===== src/rtl/w5300_socket_tx.sv =====
// Transmit-path engine for one W5300 socket: checks free TX memory, streams a buffered frame
// into Sn_TX_FIFOR, commits the length through Sn_TX_WRSR and issues SEND.
module w5300_socket_tx #(
   parameter int unsigned SOCKET     = 0,
   parameter int unsigned BUF_AW     = 16,
   parameter int unsigned POLL_LIMIT = 1023
) (
   input  logic              clk,
   input  logic              rst_n,
   input  logic              enable_i,
   input  logic              tx_req_i,
   input  logic [15:0]       tx_len_i,
   output logic              busy_o,
   output logic              done_o,
   output logic              error_o,
   output logic [BUF_AW-1:0] buf_addr_o,
   input  logic [15:0]       buf_data_i,
   output logic [10:0]       addr_o,
   output logic [15:0]       wr_data_o,
   input  logic [15:0]       rd_data_i,
   input  logic              op_state_i
);

   localparam logic OpRd = 1'b0;
   localparam logic OpWr = 1'b1;

   localparam logic [9:0] Base      = 10'(32'h200 + 32'h40 * SOCKET);
   localparam logic [9:0] RegCr     = Base + 10'h02;
   localparam logic [9:0] RegWrsrH  = Base + 10'h20;
   localparam logic [9:0] RegWrsrL  = Base + 10'h22;
   localparam logic [9:0] RegFsrH   = Base + 10'h24;
   localparam logic [9:0] RegFsrL   = Base + 10'h26;
   localparam logic [9:0] RegFifo   = Base + 10'h2E;
   localparam logic [15:0] CmdSend  = 16'h0020;

   localparam int unsigned PollW = (POLL_LIMIT > 1) ? $clog2(POLL_LIMIT) : 1;
   localparam logic [PollW-1:0] PollLast = PollW'(POLL_LIMIT - 1);

   typedef enum logic [3:0] {
      StIdle,
      StRdFsrH,
      StRdFsrL,
      StFetch,
      StFetchWait,
      StWrFifo,
      StWrWrsrH,
      StWrWrsrL,
      StWrCr,
      StPollCr,
      StDone,
      StErr
   } state_e;

   state_e           state_q, state_d;
   logic [15:0]      len_q, len_d;
   logic [15:0]      words_q, words_d;
   logic [15:0]      idx_q, idx_d;
   logic [PollW-1:0] poll_q, poll_d;
   logic             fsr_hi_q, fsr_hi_d;
   logic [15:0]      word_q, word_d;

   logic             ack;
   logic [16:0]      free;
   logic [15:0]      idx_inc;
   logic [15:0]      req_words;

   // op_state only counts while this block owns the bus
   assign ack       = enable_i & op_state_i;
   assign free      = {fsr_hi_q, rd_data_i};
   assign idx_inc   = idx_q + 16'd1;
   assign req_words = {1'b0, tx_len_i[15:1]} + {15'd0, tx_len_i[0]};

   always_ff @(posedge clk or negedge rst_n) begin
      if (!rst_n) begin
         state_q  <= StIdle;
         len_q    <= '0;
         words_q  <= '0;
         idx_q    <= '0;
         poll_q   <= '0;
         fsr_hi_q <= 1'b0;
         word_q   <= '0;
      end else begin
         state_q  <= state_d;
         len_q    <= len_d;
         words_q  <= words_d;
         idx_q    <= idx_d;
         poll_q   <= poll_d;
         fsr_hi_q <= fsr_hi_d;
         word_q   <= word_d;
      end
   end

   always_comb begin
      state_d  = state_q;
      len_d    = len_q;
      words_d  = words_q;
      idx_d    = idx_q;
      poll_d   = poll_q;
      fsr_hi_d = fsr_hi_q;
      word_d   = word_q;
      unique case (state_q)
         StIdle: begin
            if (enable_i && tx_req_i) begin
               if (tx_len_i == 16'd0) begin
                  state_d = StErr;
               end else begin
                  len_d   = tx_len_i;
                  words_d = req_words;
                  idx_d   = '0;
                  poll_d  = '0;
                  state_d = StRdFsrH;
               end
            end
         end
         StRdFsrH: begin
            if (ack) begin
               fsr_hi_d = rd_data_i[0];
               state_d  = StRdFsrL;
            end
         end
         StRdFsrL: begin
            if (ack) begin
               if (free >= {1'b0, len_q}) begin
                  poll_d  = '0;
                  state_d = StFetch;
               end else if (poll_q == PollLast) begin
                  state_d = StErr;
               end else begin
                  poll_d  = poll_q + 1'b1;
                  state_d = StRdFsrH;
               end
            end
         end
         // buf_addr follows idx_q, so the word is valid one cycle after entering StFetch
         StFetch: begin
            if (enable_i) state_d = StFetchWait;
         end
         StFetchWait: begin
            if (enable_i) begin
               word_d  = buf_data_i;
               state_d = StWrFifo;
            end
         end
         StWrFifo: begin
            if (ack) begin
               idx_d   = idx_inc;
               state_d = (idx_inc == words_q) ? StWrWrsrH : StFetch;
            end
         end
         StWrWrsrH: begin
            if (ack) state_d = StWrWrsrL;
         end
         StWrWrsrL: begin
            if (ack) state_d = StWrCr;
         end
         StWrCr: begin
            if (ack) begin
               poll_d  = '0;
               state_d = StPollCr;
            end
         end
         StPollCr: begin
            if (ack) begin
               if (rd_data_i[7:0] == 8'h00) begin
                  state_d = StDone;
               end else if (poll_q == PollLast) begin
                  state_d = StErr;
               end else begin
                  poll_d = poll_q + 1'b1;
               end
            end
         end
         StDone:  state_d = StIdle;
         StErr:   state_d = StIdle;
         default: state_d = StIdle;
      endcase
   end

   always_comb begin
      busy_o     = 1'b1;
      done_o     = 1'b0;
      error_o    = 1'b0;
      buf_addr_o = idx_q[BUF_AW-1:0];
      addr_o     = {OpRd, 10'h000};
      wr_data_o  = 16'h0000;
      unique case (state_q)
         StIdle:    busy_o = 1'b0;
         StRdFsrH:  addr_o = {OpRd, RegFsrH};
         StRdFsrL:  addr_o = {OpRd, RegFsrL};
         StWrFifo: begin
            addr_o    = {OpWr, RegFifo};
            wr_data_o = word_q;
         end
         StWrWrsrH: addr_o = {OpWr, RegWrsrH};
         StWrWrsrL: begin
            addr_o    = {OpWr, RegWrsrL};
            wr_data_o = len_q;
         end
         StWrCr: begin
            addr_o    = {OpWr, RegCr};
            wr_data_o = CmdSend;
         end
         StPollCr:  addr_o = {OpRd, RegCr};
         StDone: begin
            busy_o = 1'b0;
            done_o = 1'b1;
         end
         StErr: begin
            busy_o  = 1'b0;
            error_o = 1'b1;
         end
         default: ;
      endcase
   end

endmodule


===== config.mk =====
export PLATFORM = sky130hd
export DESIGN_NAME = w5300_socket_tx
export DESIGN_NICKNAME = d
export VERILOG_FILES = /design/src/rtl/w5300_socket_tx.sv
export SDC_FILE = /design/constraint.sdc
export NUM_CORES = 1
export LEC_CHECK = 0
export CAP_MARGIN = 10
export CORE_MARGIN = 2
export CORE_UTILIZATION = 50
export DETAILED_ROUTE_END_ITERATION = 6
export DONT_BUFFER_PORTS = 1
export SYNTH_ARGS = -nofsm -noshare
export SYNTH_HDL_FRONTEND = slang
export SYNTH_SLANG_ARGS = --single-unit

===== constraint.sdc =====
create_clock -name clk -period 6.5 [get_ports clk]
set_input_delay 0.975 -clock clk [delete_from_list [all_inputs] [get_ports clk]]
set_output_delay 0.975 -clock clk [all_outputs]
set_load 0.1 [all_outputs]

# Word-level counts from Yosys, hierarchy flattened
# Cells that the tools add are included.
[op_classes]
addsub = 3
magnitude_cmp = 1
n_eq_ne = 26
muxes = 35
n_bitwise = 2
n_reduce_logical = 13
[ops]
columns = ["operator", "n"]
rows = [
  ["10-bit 2-to-1 mux", 8],
  ["11-bit one-hot mux with 7 select lines", 1],
  ["4-bit 2-to-1 mux", 15],
  ["16-bit 2-to-1 mux", 3],
  ["16-bit one-hot mux with 3 select lines", 1],
  ["10-bit one-hot mux with 4 select lines", 1],
  ["4-bit one-hot mux with 10 select lines", 1],
  ["16-bit one-hot mux with 2 select lines", 1],
  ["2-bit != test (second input constant)", 12],
  ["17-bit by 16-bit >= comparator with 1-bit output", 1],
  ["15-bit by 1-bit adder with 16-bit output", 1],
  ["16-bit by 1-bit adder with 16-bit output (second input constant)", 1],
  ["16-bit == test", 1],
  ["4-bit by 3-bit == test with 1-bit output (second input constant)", 4],
  ["4-bit == test (second input constant)", 4],
  ["16-bit logical NOT", 1],
  ["11-bit AND reduction", 1],
  ["10-bit by 1-bit adder with 10-bit output (second input constant)", 1],
  ["10-bit == test (second input constant)", 1],
  ["4-bit by 2-bit == test with 1-bit output (second input constant)", 2],
  ["8-bit logical NOT", 1],
  ["7-bit AND reduction", 1],
  ["4-bit by 1-bit == test with 1-bit output (second input constant)", 1],
  ["4-bit logical NOT", 1],
  ["12 further kinds", 15],
]
[word_totals]
regBits = 79
output_inout_bits = 46

# Longest topological paths before layout
[logic_depth]
ltp_word = 5
mapped_depth = 9
mapped_depth_nobuf = 8

# Least setup slack after synthesis
# Ideal clock, no wire load.
[synth_path]
path_type = "reg-to-output"
from = "reg state_q[1]"
to = "out addr_o[1]"
t_arrival_ns = 3.241
required_ns = 5.525
setup_slack_ns = 2.284
stages_incl_launch_ff = 6
path_buffers = 2
cell_sequence = "dfrtp_1 -> buf_2 -> buf_1 -> nand2b_1 -> mux2_2 -> o21ai_0"
[synth_via]
elab_chain_len = 2
word_cells_on_any_way = 8
cone_classes = "eq/ne: 7; mux: 1"
[synth_lines]
columns = ["item", "line_no", "rtl"]
rows = [
  ["start: declaration", "54", "state_e state_q, state_d;"],
  ["start signal: assignment", "75", "state_q <= StIdle;"],
  ["start signal: assignment", "83", "state_q <= state_d;"],
  ["4-bit == test, or another cell as far along", "186", "unique case (state_q)"],
  ["11-bit one-hot mux with 7 select lines (*)", "186", ""],
  ["end: declaration", "18", "output logic [10:0] addr_o,"],
]
# Mark *: on every way between the ends. The rest lies on a longest branch, timed or not.

# Worst setup path in the final report
[layout_path]
from = "reg state_q[3]"
to = "out wr_data_o[4]"
[layout_via]
elab_chain_len = 2
word_cells_on_any_way = 4
cone_classes = "eq/ne: 3; mux: 1"
[layout_lines]
columns = ["item", "line_no", "rtl"]
rows = [
  ["4-bit == test or 4-bit by 3-bit == test with 1-bit output (tied branches)", "186", ""],
  ["16-bit one-hot mux with 3 select lines (*)", "186", ""],
  ["end: declaration", "19", "output logic [15:0] wr_data_o,"],
]
# Marked as above.

==> results_dict.tcl <==
set metrics [dict create \
    status "complete, but fails checks" \
    violations "design-rule violations" \
    grt_pass1_wl_um 21900 \
    synth_edf_count 0 \
    crit_chain "nand2b_1 -> nor2_4 -> a22o_1" \
    dieArea_mm2 0.0114 \
    grt_max_degree 80 \
    post_drt_wl_per_cell_um 19.0 \
    h-tree-depth 3 \
    drive_above_1_share_pct 12.5 \
    avgViaCountPerCell 6.12 \
    cts_buffers 9 \
    antenna_found_initial 0 \
    detailedPlace.worstSlack_ns 2.85 \
    min_period_ns 4.05 \
    arrival_ns 3.07 \
    async_flop_share_pct 100 \
    finalCritPeriodShare_pct 62.2 \
    diodes 0 \
    grt_pass1_vias 4164 \
    cap_violations 0 \
    dr_total_vias 4323 \
    clock.fmax_ghz 0.247 \
    postRouteAntennaNets 0 \
    boundaryPins 99 \
    clkLatencyLatePin_ns 0.35 \
    place_congestion 0.939 \
    initialDrtViolationCount 242 \
    drc_errors 1 \
    ys.flop_type "dfrtp_1" \
    place_hpwl_um 10000 \
    cts_sinks 79 \
    cts_tree "done" \
    grtUsageTotal_pct 24.5 \
    ys_types 70 \
    gr-usage-met3_pct 5.78 \
    yosysWarnings 0 \
    die_y_um 107 \
    hold_path.class "input port to async pin" \
    synth_area_per_cell_um2 9.08 \
    critical_path_required_ns 5.52 \
    startpoint_type "flop" \
    worst_slack_ns 2.45 \
    layout.nets 642 \
    power_leakage_nw 2.30 \
    critical-path-top-delay-family "simple AND/OR/NAND/NOR gates" \
    slowest_delay_ns 0.93 \
    path_buf_inv 0 \
    slowest_stage "a22o_1" \
    crit_type "flop to output pin" \
    grt_busiest_layer "met2" \
    clock_skew_ns 0.0108 \
    tightest_slew_ns 1.22 \
    grtUsageMet2_pct 39.5 \
    hold_ws_ns 0.308 \
    post_cts_buffers 0 \
    fp-row-count 37 \
    powerDensity_mw_per_mm2 412 \
    seq_area_frac_synth_pct 37.5 \
    grt_overflow 0 \
    cts_hold_buffers 0 \
    syn_area_mm2 0.00527 \
    cp-end-kind "output pin" \
    max-vdd-ir-drop_mv 0.236 \
    rsz0062_at_grt "false" \
    synth-seq-cells 79 \
    slew_violations 0 \
    worstPathMaxFanout 21 \
    path_clk_slew_ns 0.08 \
    start_util_pct 51.3 \
    post_cts_resized 0 \
    syn_to_final_growth_pct 4.51 \
    grt.met1_usage_pct 32.3 \
    relSlewSlack_pct 18.2 \
    tns_ns 0 \
    die_w_um 107 \
    hold_viol 0 \
    root_buffer "clkbuf_8" \
    drt-pass1-iter-count 7 \
    routed_wl_um 13400 \
    cts_buffer_depth 2 \
    core_mm2 0.0103 \
    io_buffers 0 \
    syn_inst 581 \
    setup_viol 0 \
]
-- metal layers --
metal | share of wire, % | up-vias
li1 | - | 2075
met1 | 44 | 2074
met2 | 47 | 150
met3 | 6.8 | 24
met4 | 2.2 | 0
met5 | 0 | -
-- layout make-up --
class	count	area, µm²
clock buffer	12	135
tap	136	170
timing repair buffer	6	65.1
clock inverter	2	10.0
sequential	79	1980
inverter	25	93.8
multi-input combinational	446	3060
fill	955	4770
-- cell usage in the layout (no fill, tap or decap), drive strengths merged, types with 2 or more instances in the layout --
cell     instances
mux2            31
or3              5
and3             8
clkinv           2
a21oi           21
a211oi           5
nor4            11
mux2i            3
clkbuf          12
ha              22
a31oi            8
o31ai            9
nand2           60
or4              3
o21ai           45
nand3           28
o41ai            3
xnor2           19
nor2b            5
dfrtp           79
a22o            15
o21a             2
and4             5
o22ai            2
a21o             4
nor3            15
and2             4
a311oi           2
nor2            37
a2bb2oi          2
a21boi           2
nand4           18
nand2b           7
conb             5
buf              6
o211ai           4
inv             25
xor2            17
-- metrics by stage --
stage	area, µm²	power, W	cells	utilization [%]
after floorplan	5290	0.00174	585	-
final	5510	0.00227	706	53.6
after global routing	5510	0.00242	706	53.6
after detailed placement	5370	0.00196	692	52.2
after global placement	5370	0.00195	692	52.2
after CTS	5510	0.00228	706	53.6
-- flip-flops by register name (all words and copies together) (netlist names) --
signal      cells
buf_addr_o     16
len_q          16
word_q         16
words_q        16
poll_q         10
state_q         4
fsr_hi_q        1
-- synth_stat cells (3+ instances only) --
master,number,area (µm²)
a211oi_1,5,37.5
a21o_1,4,30.0
a21oi_1,19,95.1
a22o_1,15,131
a31oi_1,8,50.1
and2_1,3,18.8
and3_1,7,43.8
and4_1,5,43.8
buf_2,13,65.1
buf_4,6,45.0
clkbuf_1,12,45.0
dfrtp_1,79,1980
ha_1,22,275
inv_1,25,93.8
mux2_2,31,349
mux2i_1,3,30.0
nand2_1,60,225
nand2b_1,7,43.8
nand3_1,28,140
nand4_1,18,113
nor2_1,35,131
nor2b_1,4,25.0
nor3_1,13,65.1
nor4_1,10,62.6
o211ai_1,3,22.5
o21ai_0,43,215
o31ai_1,8,60.1
o41ai_1,3,26.3
or3_1,5,31.3
or4_1,3,22.5
xnor2_1,19,166
xor2_1,17,149
-- where the power goes --
part / total, W / internal [W] / switching [W]
Clock: 0.000308 / 0.000134 / 0.000174
Combinational: 0.00109 / 0.000372 / 0.000716
Sequential: 0.000875 / 0.000655 / 0.000219
Total: 0.00227 / 0.00116 / 0.00111
-- kinds of logic after synthesis --
kind of cell	Yosys count	synth area share, %
buffers and inverters	60	5.31
and+or+nand+nor	212	20.8
other	1	0.0711
muxes	34	7.19
xor gates and xnor gates	37	6.41
AOI/OAI and AO/OA	135	17.4
DFF	79	37.5
adders and majority gates	23	5.41
-- final timing paths --
check | start | endpoint | slack, ns | cells past startpoint
max in group asynchronous | rst_n | state_q[3]$_DFFE_PN0P_ | 6.03 | 0
hold reg to reg | words_q[13]$_DFFE_PN0P_ | words_q[13]$_DFFE_PN0P_ | 0.51 | 2
hold / removal | rst_n | buf_addr_o[2]$_DFFE_PN0P_ | 0.31 | 0
setup reg to reg | state_q[3]$_DFFE_PN0P_ | buf_addr_o[10]$_DFFE_PN0P_ | 3.30 | 7
setup / recovery | state_q[3]$_DFFE_PN0P_ | wr_data_o[4] | 2.45 | 3
min in group clk | words_q[13]$_DFFE_PN0P_ | words_q[13]$_DFFE_PN0P_ | 0.51 | 2
No activity file was read; power rests on OpenSTA's default activity.
